File: config.mk
export PLATFORM = sky130hd
export DESIGN_NAME = dma_dispatcher
export DESIGN_NICKNAME = d
export VERILOG_FILES = /design/src/rtl/dma_pkg.sv /design/src/rtl/dma_desc_fifo.sv /design/src/rtl/dma_dispatcher.sv
export SDC_FILE = /design/constraint.sdc
export NUM_CORES = 2
export LEC_CHECK = 0
export ABC_AREA = 1
export CAP_MARGIN = 20
export CORE_MARGIN = 5
export CORE_UTILIZATION = 25
export CTS_CLUSTER_SIZE = 24
export DETAILED_ROUTE_END_ITERATION = 6
export PLACE_DENSITY = 0.35
export SLEW_MARGIN = 20
export SYNTH_ARGS = -nofsm -noshare
export SYNTH_HDL_FRONTEND = slang
export SYNTH_SLANG_ARGS = --single-unit
File: constraint.sdc
create_clock -name clk -period 31.2 [get_ports clk]
set_input_delay 6.24 -clock clk [delete_from_list [all_inputs] [get_ports clk]]
set_output_delay 6.24 -clock clk [all_outputs]
set_load 0.01 [all_outputs]
File: src/rtl/dma_pkg.sv
// dma_pkg: shared types for the DMA descriptor path.
//   t_dma_cmd             - command to a read or write master {addr, length}
//   t_dma_desc            - descriptor as written by the CSR block
//   t_dispatch_state      - dispatcher FSM states
//   t_dma_dispatch_status - status bits laid out for direct CSR readback
// The struct widths follow the default address/length widths of the DMA.
package dma_pkg;

    localparam int DMA_ADDR_W = 64;
    localparam int DMA_LEN_W  = 32;

    typedef struct packed {
        logic [DMA_ADDR_W-1:0] addr;
        logic [DMA_LEN_W-1:0]  length;
    } t_dma_cmd;

    typedef struct packed {
        logic [DMA_ADDR_W-1:0] src_addr;
        logic [DMA_ADDR_W-1:0] dest_addr;
        logic [DMA_LEN_W-1:0]  length;
    } t_dma_desc;

    typedef enum logic [1:0] {
        IDLE  = 2'd0,
        ISSUE = 2'd1,
        WAIT  = 2'd2
    } t_dispatch_state;

    typedef struct packed {
        logic busy;
        logic empty;
        logic full;
        logic stopped;
        logic overflow;
    } t_dma_dispatch_status;

endpackage

File: src/rtl/dma_desc_fifo.sv
// dma_desc_fifo: synchronous register FIFO for DMA descriptors.
// Pointers carry one extra wrap bit so full and empty are distinguished
// without a separate counter; fill_level is the pointer difference.
// Ports:
//   clk, reset_n  - clock, synchronous active-low reset
//   flush         - synchronous pointer clear, same effect as reset
//   push, push_data - write strobe/data (ignored when full)
//   pop, pop_data   - read strobe (ignored when empty) / head entry
//   empty, full, fill_level - occupancy
module dma_desc_fifo #(
    parameter int W     = 160,
    parameter int DEPTH = 16,
    localparam int AW   = $clog2(DEPTH)
) (
    input  logic          clk,
    input  logic          reset_n,
    input  logic          flush,
    input  logic          push,
    input  logic [W-1:0]  push_data,
    input  logic          pop,
    output logic [W-1:0]  pop_data,
    output logic          empty,
    output logic          full,
    output logic [AW:0]   fill_level
);

    logic [W-1:0] mem [DEPTH];
    logic [AW:0]  wr_ptr;
    logic [AW:0]  rd_ptr;
    logic         do_push;
    logic         do_pop;

    assign empty      = (wr_ptr == rd_ptr);
    assign full       = (wr_ptr[AW] != rd_ptr[AW]) &&
                        (wr_ptr[AW-1:0] == rd_ptr[AW-1:0]);
    assign fill_level = wr_ptr - rd_ptr;
    assign pop_data   = mem[rd_ptr[AW-1:0]];

    // full/empty are from the registered pointers, so a pop in the same
    // cycle never makes room for a push.
    assign do_push = push && !full;
    assign do_pop  = pop && !empty;

    always_ff @(posedge clk) begin
        if (!reset_n || flush) begin
            wr_ptr <= '0;
            rd_ptr <= '0;
        end else begin
            if (do_push) wr_ptr <= wr_ptr + (AW+1)'(1);
            if (do_pop)  rd_ptr <= rd_ptr + (AW+1)'(1);
        end
    end

    // Storage has no reset; only entries between the pointers are valid.
    always_ff @(posedge clk) begin
        if (do_push) mem[wr_ptr[AW-1:0]] <= push_data;
    end

endmodule

File: src/rtl/dma_dispatcher.sv
// dma_dispatcher: queues descriptors from the CSR block and issues each as a
// read command plus a write command, waiting for both masters to finish
// before starting the next one.
// Handshake: a command transfers on a rising clk edge where valid && ready;
// once valid is high it stays high with a stable payload until that edge
// (only reset or ctrl_reset_dispatcher withdraws it).
// Ports:
//   clk, reset_n                         - clock, synchronous active-low reset
//   desc_src_addr/dest_addr/length, desc_go - descriptor push
//   ctrl_stop                            - hold off new descriptors
//   ctrl_reset_dispatcher                - synchronous flush
//   rd_cmd_*, wr_cmd_*                   - command channels to the masters
//   rd_done, wr_done                     - master completion pulses
//   status_*, fill_level, seq_num        - CSR readback
//   dbg_state                            - current FSM state
module dma_dispatcher
    import dma_pkg::*;
#(
    parameter int ADDR_W = 64,
    parameter int LEN_W  = 32,
    parameter int DEPTH  = 16,
    parameter int SEQ_W  = 16
) (
    input  logic                     clk,
    input  logic                     reset_n,
    input  logic [ADDR_W-1:0]        desc_src_addr,
    input  logic [ADDR_W-1:0]        desc_dest_addr,
    input  logic [LEN_W-1:0]         desc_length,
    input  logic                     desc_go,
    input  logic                     ctrl_stop,
    input  logic                     ctrl_reset_dispatcher,
    output logic                     rd_cmd_valid,
    input  logic                     rd_cmd_ready,
    output logic [ADDR_W-1:0]        rd_cmd_addr,
    output logic [LEN_W-1:0]         rd_cmd_length,
    output logic                     wr_cmd_valid,
    input  logic                     wr_cmd_ready,
    output logic [ADDR_W-1:0]        wr_cmd_addr,
    output logic [LEN_W-1:0]         wr_cmd_length,
    input  logic                     rd_done,
    input  logic                     wr_done,
    output logic                     status_busy,
    output logic                     status_empty,
    output logic                     status_full,
    output logic                     status_stopped,
    output logic                     status_overflow,
    output logic [$clog2(DEPTH):0]   fill_level,
    output logic [SEQ_W-1:0]         seq_num,
    output t_dispatch_state          dbg_state
);

    localparam int DESC_W = 2*ADDR_W + LEN_W;

    t_dispatch_state      state_q, state_d;
    t_dma_dispatch_status status;

    logic [DESC_W-1:0] head;
    logic [ADDR_W-1:0] head_src;
    logic [ADDR_W-1:0] head_dest;
    logic [LEN_W-1:0]  head_len;
    logic              fifo_empty;
    logic              fifo_full;
    logic              pop;
    logic              complete;
    logic              rd_valid_d, wr_valid_d;
    logic              rd_flag_q, rd_flag_d;
    logic              wr_flag_q, wr_flag_d;
    logic              overflow_q;

    assign {head_src, head_dest, head_len} = head;

    dma_desc_fifo #(
        .W     (DESC_W),
        .DEPTH (DEPTH)
    ) u_fifo (
        .clk        (clk),
        .reset_n    (reset_n),
        .flush      (ctrl_reset_dispatcher),
        .push       (desc_go && !ctrl_reset_dispatcher),
        .push_data  ({desc_src_addr, desc_dest_addr, desc_length}),
        .pop        (pop && !ctrl_reset_dispatcher),
        .pop_data   (head),
        .empty      (fifo_empty),
        .full       (fifo_full),
        .fill_level (fill_level)
    );

    // Next-state and datapath controls.
    always_comb begin
        state_d    = state_q;
        pop        = 1'b0;
        complete   = 1'b0;
        rd_valid_d = rd_cmd_valid;
        wr_valid_d = wr_cmd_valid;
        rd_flag_d  = rd_flag_q;
        wr_flag_d  = wr_flag_q;
        case (state_q)
            IDLE: begin
                // Done pulses outside a transfer are stale; drop them.
                rd_flag_d = 1'b0;
                wr_flag_d = 1'b0;
                if (!fifo_empty && !ctrl_stop) begin
                    pop = 1'b1;
                    if (head_len != '0) begin
                        state_d    = ISSUE;
                        rd_valid_d = 1'b1;
                        wr_valid_d = 1'b1;
                    end else begin
                        // Nothing to move: retire immediately.
                        complete = 1'b1;
                    end
                end
            end
            ISSUE: begin
                // A done can arrive right after its own handshake while the
                // other command is still pending, so latch from here on.
                rd_flag_d = rd_flag_q | rd_done;
                wr_flag_d = wr_flag_q | wr_done;
                if (rd_cmd_valid && rd_cmd_ready) rd_valid_d = 1'b0;
                if (wr_cmd_valid && wr_cmd_ready) wr_valid_d = 1'b0;
                if (!rd_valid_d && !wr_valid_d) state_d = WAIT;
            end
            WAIT: begin
                if (rd_flag_q && wr_flag_q) begin
                    state_d   = IDLE;
                    complete  = 1'b1;
                    rd_flag_d = 1'b0;
                    wr_flag_d = 1'b0;
                end else begin
                    rd_flag_d = rd_flag_q | rd_done;
                    wr_flag_d = wr_flag_q | wr_done;
                end
            end
            default: begin
                state_d    = IDLE;
                rd_valid_d = 1'b0;
                wr_valid_d = 1'b0;
            end
        endcase
    end

    always_ff @(posedge clk) begin
        if (!reset_n) begin
            state_q       <= IDLE;
            rd_cmd_valid  <= 1'b0;
            wr_cmd_valid  <= 1'b0;
            rd_flag_q     <= 1'b0;
            wr_flag_q     <= 1'b0;
            overflow_q    <= 1'b0;
            seq_num       <= '0;
            rd_cmd_addr   <= '0;
            rd_cmd_length <= '0;
            wr_cmd_addr   <= '0;
            wr_cmd_length <= '0;
        end else if (ctrl_reset_dispatcher) begin
            // Flush wins over push, pop and completion. Payload registers
            // are left alone; with valids low they carry no meaning.
            state_q      <= IDLE;
            rd_cmd_valid <= 1'b0;
            wr_cmd_valid <= 1'b0;
            rd_flag_q    <= 1'b0;
            wr_flag_q    <= 1'b0;
            overflow_q   <= 1'b0;
            seq_num      <= '0;
        end else begin
            state_q      <= state_d;
            rd_cmd_valid <= rd_valid_d;
            wr_cmd_valid <= wr_valid_d;
            rd_flag_q    <= rd_flag_d;
            wr_flag_q    <= wr_flag_d;
            if (desc_go && fifo_full) overflow_q <= 1'b1;
            if (complete) seq_num <= seq_num + SEQ_W'(1);
            if (pop) begin
                rd_cmd_addr   <= head_src;
                rd_cmd_length <= head_len;
                wr_cmd_addr   <= head_dest;
                wr_cmd_length <= head_len;
            end
        end
    end

    always_comb begin
        status.busy     = (state_q != IDLE);
        status.empty    = fifo_empty;
        status.full     = fifo_full;
        status.stopped  = ctrl_stop && (state_q == IDLE);
        status.overflow = overflow_q;
    end

    assign status_busy     = status.busy;
    assign status_empty    = status.empty;
    assign status_full     = status.full;
    assign status_stopped  = status.stopped;
    assign status_overflow = status.overflow;
    assign dbg_state       = state_q;

endmodule

==> results.ini <==
[status]
outcome = finished clean

[worst_setup_path]
worst-path-stages = 4
critical-path-top-delay-family = buffers and inverters
endpoint_kind = output pin
criticalPathCategory = in2out
critical_path.max_fanout = 2
arrival_ns = 7.37
start_kind = input port
cp_num_buf_inv = 3
crit_chain = clkdlybuf4s50_1 > nand2_1 > inv_1 > clkdlybuf4s50_1
ff2ff_path_depth = 17
cp.required_ns = 24.96
slowest_delay_ns = 0.53
crit_top_cell = clkdlybuf4s50_1
critPathSlowestCell = clkdlybuf4s50_1

[sta]
finalSetupViolations = 0
rsz0062_at_grt = no
period_share_pct = 43.63
setup_tns_ns = 0
period_minus_slack_ns = 13.61
maxSlewViolCount = 0
fin_skew_ns = 0.03961
worst_pin_slew_ns = 1.203
hold_viol = 0
slew_headroom_pct = 19.78
fmax_mhz = 73.45

[placed_design]
place_congestion = 0.7100
placedCellCount = 13783
portBuffers = 390
dpl.hpwl_um = 186900

[global_route]
grt_antenna_before_repair = 75
grt_max_degree = 198
globalRouteOverflowTotal = 0
grt_pass1_wl_um = 518500
grt_pass1_vias = 67675
grt_usage_pct = 15.92

[clock_tree]
clk_pin_slew_ns = 0.05
cts_sinks = 2757
tritoncts = done
clk_latency_ns = 0.93
clockBufferDepth = 4
cts_hold_buf = 0
postCtsSetupRepairBufs = 0
cts_inserted_buffers = 331
htree_levels = 5
cts_resized = 0
clockRootBuffer = clkbuf_16

[drt]
via_count = 67743
ant_nets = 0
routedWlPerCell_um = 25.36
vias_per_cell = 4.704
post-route-drc-count = 0
drtIter0Drc = 4557
firstDrtPassIters = 5
drt_wl_total_um = 365200

[die]
pin_count = 391
die_h_um = 665.1
core_sq_mm = 0.4273
die_w_um = 665.1
core.rowCount = 240
design.die.area_sq_mm = 0.4423
start_util_pct = 25.11

[cells_and_area]
fin_nets = 8613
final_common_cell = edfxtp_1
register_area_sq_mm = 0.08083
layout_common_cells = edfxtp_1, o21ai_0, nor2_1
syn_to_final_growth_pct = 18.75
n_fill_cell = 42853
multi_input_area_sq_mm = 0.02275
drive_above_1_share_pct = 7.357
final_cells = 14401

[logic_synthesis]
synth_area_sq_mm = 0.1073
ys_seq_elements = 2757
synth_fa_ha_area_share_pct = 0.1819
yosys_warnings = 0
synth_compound_area_share_pct = 11.81
synthFlopType = edfxtp_1
async_flop_share_pct = 0
seq_area_frac_synth_pct = 75.33
synth_top_family_by_area = compound AO/OA/AOI/OAI gates
synth_cell_types = 43
syn_avg_cell_area_sq_um = 13.09
netlist_top_cells_area = edfxtp_1, o21ai_0, nor2_1
muxShareOfSynthArea_pct = 0
netlist.area_leader.share_pct = 71.65
synth_top_cell_by_area = edfxtp_1
syn_inst = 8199
synth_simple_gate_area_share_pct = 8.955
synth_edf_count = 2560
synthXorXnorAreaFrac_pct = 0.1388
synthesis.nets = 8383

[hold_path]
min_path_type = reg2reg
whs_path_depth = 2

[run]
drv_cap = 0

[power_and_ir_drop]
power_density_mw_per_mm2 = 63.85
p_leak_nw = 41.70
finalPower_mw = 8.135
ir_worst_vdd_mv = 0.03750

## worst register-to-register path: cells and delay by family (launching register included)
kind / cells / cell delay [ns]
buf+inv: 5 / 2.99
flops: 1 / 0.75
simple gates: 11 / 2.33
compound gates: 1 / 0.11
## sequential cells by signal, summed over array words and instances, names as in the netlist, 2 cells and up, named ones only
signal,count
u_fifo.mem,2560
rd_cmd_addr,64
wr_cmd_addr,64
wr_cmd_length,32
seq_num,16
u_fifo.rd_ptr,5
u_fifo.wr_ptr,5
dbg_state,2
## stage by stage
stage                     worst slack (ns)  cell area, sq um  hold slack, ns  util (%)
after floorplan                      16.93            107300          0.4499         -
after global placement               17.53            116900          0.4493     27.36
after detailed placement             17.58            116900          0.4519     27.36
after CTS                            17.58            127400          0.4604     29.81
after global routing                 17.52            127400          0.5083     29.81
final                                17.59            127400          0.4559     29.82
## layout make-up
type	instances	area share (%)
flip-flops and latches	2757	63.44
multi-input cells	4532	17.86
clock buffers	443	7.006
well taps	5687	5.585
repair buffers	518	3.979
clock inverters	160	1.209
inverters	289	0.8897
diodes	15	0.02946
## logic make-up after synthesis
group / Yosys count
adders and majority gates: 15
buffers and inverters: 910
AOI/OAI and AO/OA: 2121
xor gates and xnor gates: 17
DFF: 2757
and+or+nand+nor: 2379
## layer usage
metal	vias to the layer above	wire (um)	share of wire (%)	GRT usage, %
met1	34986	170500	47	22.16
met4	26	8059	2.2	3.361
li1	30844	-	-	-
met3	499	14810	4.1	2.466
met5	-	170	0.047	0
met2	1388	171700	47	26.24
## power by group
group	switching (mW)	internal (mW)	total (mW)	leakage, nW
clock network	1.58	2.19	3.76	5.10
logic	0.204	0.0898	0.294	11.9
registers	0.0166	4.06	4.08	24.7
## Yosys cell counts (13+ instances only)
cell type,n
clkbuf_1,400
a31oi_1,13
o21ai_1,23
xor2_1,14
o221ai_1,183
nand3_1,463
o22ai_1,340
nand2_1,708
buf_4,41
o21ai_0,1155
a21oi_1,47
ha_1,14
buf_2,125
edfxtp_1,2560
buf_1,40
buf_6,15
o21a_1,32
o211ai_1,291
inv_1,278
dfxtp_1,197
nor2_1,1169
## path summary, 6_finish.rpt
kind                                     start                           end  slack [ns]
setup / recovery                     ctrl_stop                status_stopped       17.59
hold / removal    status_overflow$_SDFFE_PP0P_  status_overflow$_SDFFE_PP0P_        0.46
setup reg to reg                      register       seq_num[1]$_SDFFE_PP0P_       24.92
hold reg to reg   status_overflow$_SDFFE_PP0P_  status_overflow$_SDFFE_PP0P_        0.46
No activity file was read; power rests on OpenSTA's default activity.
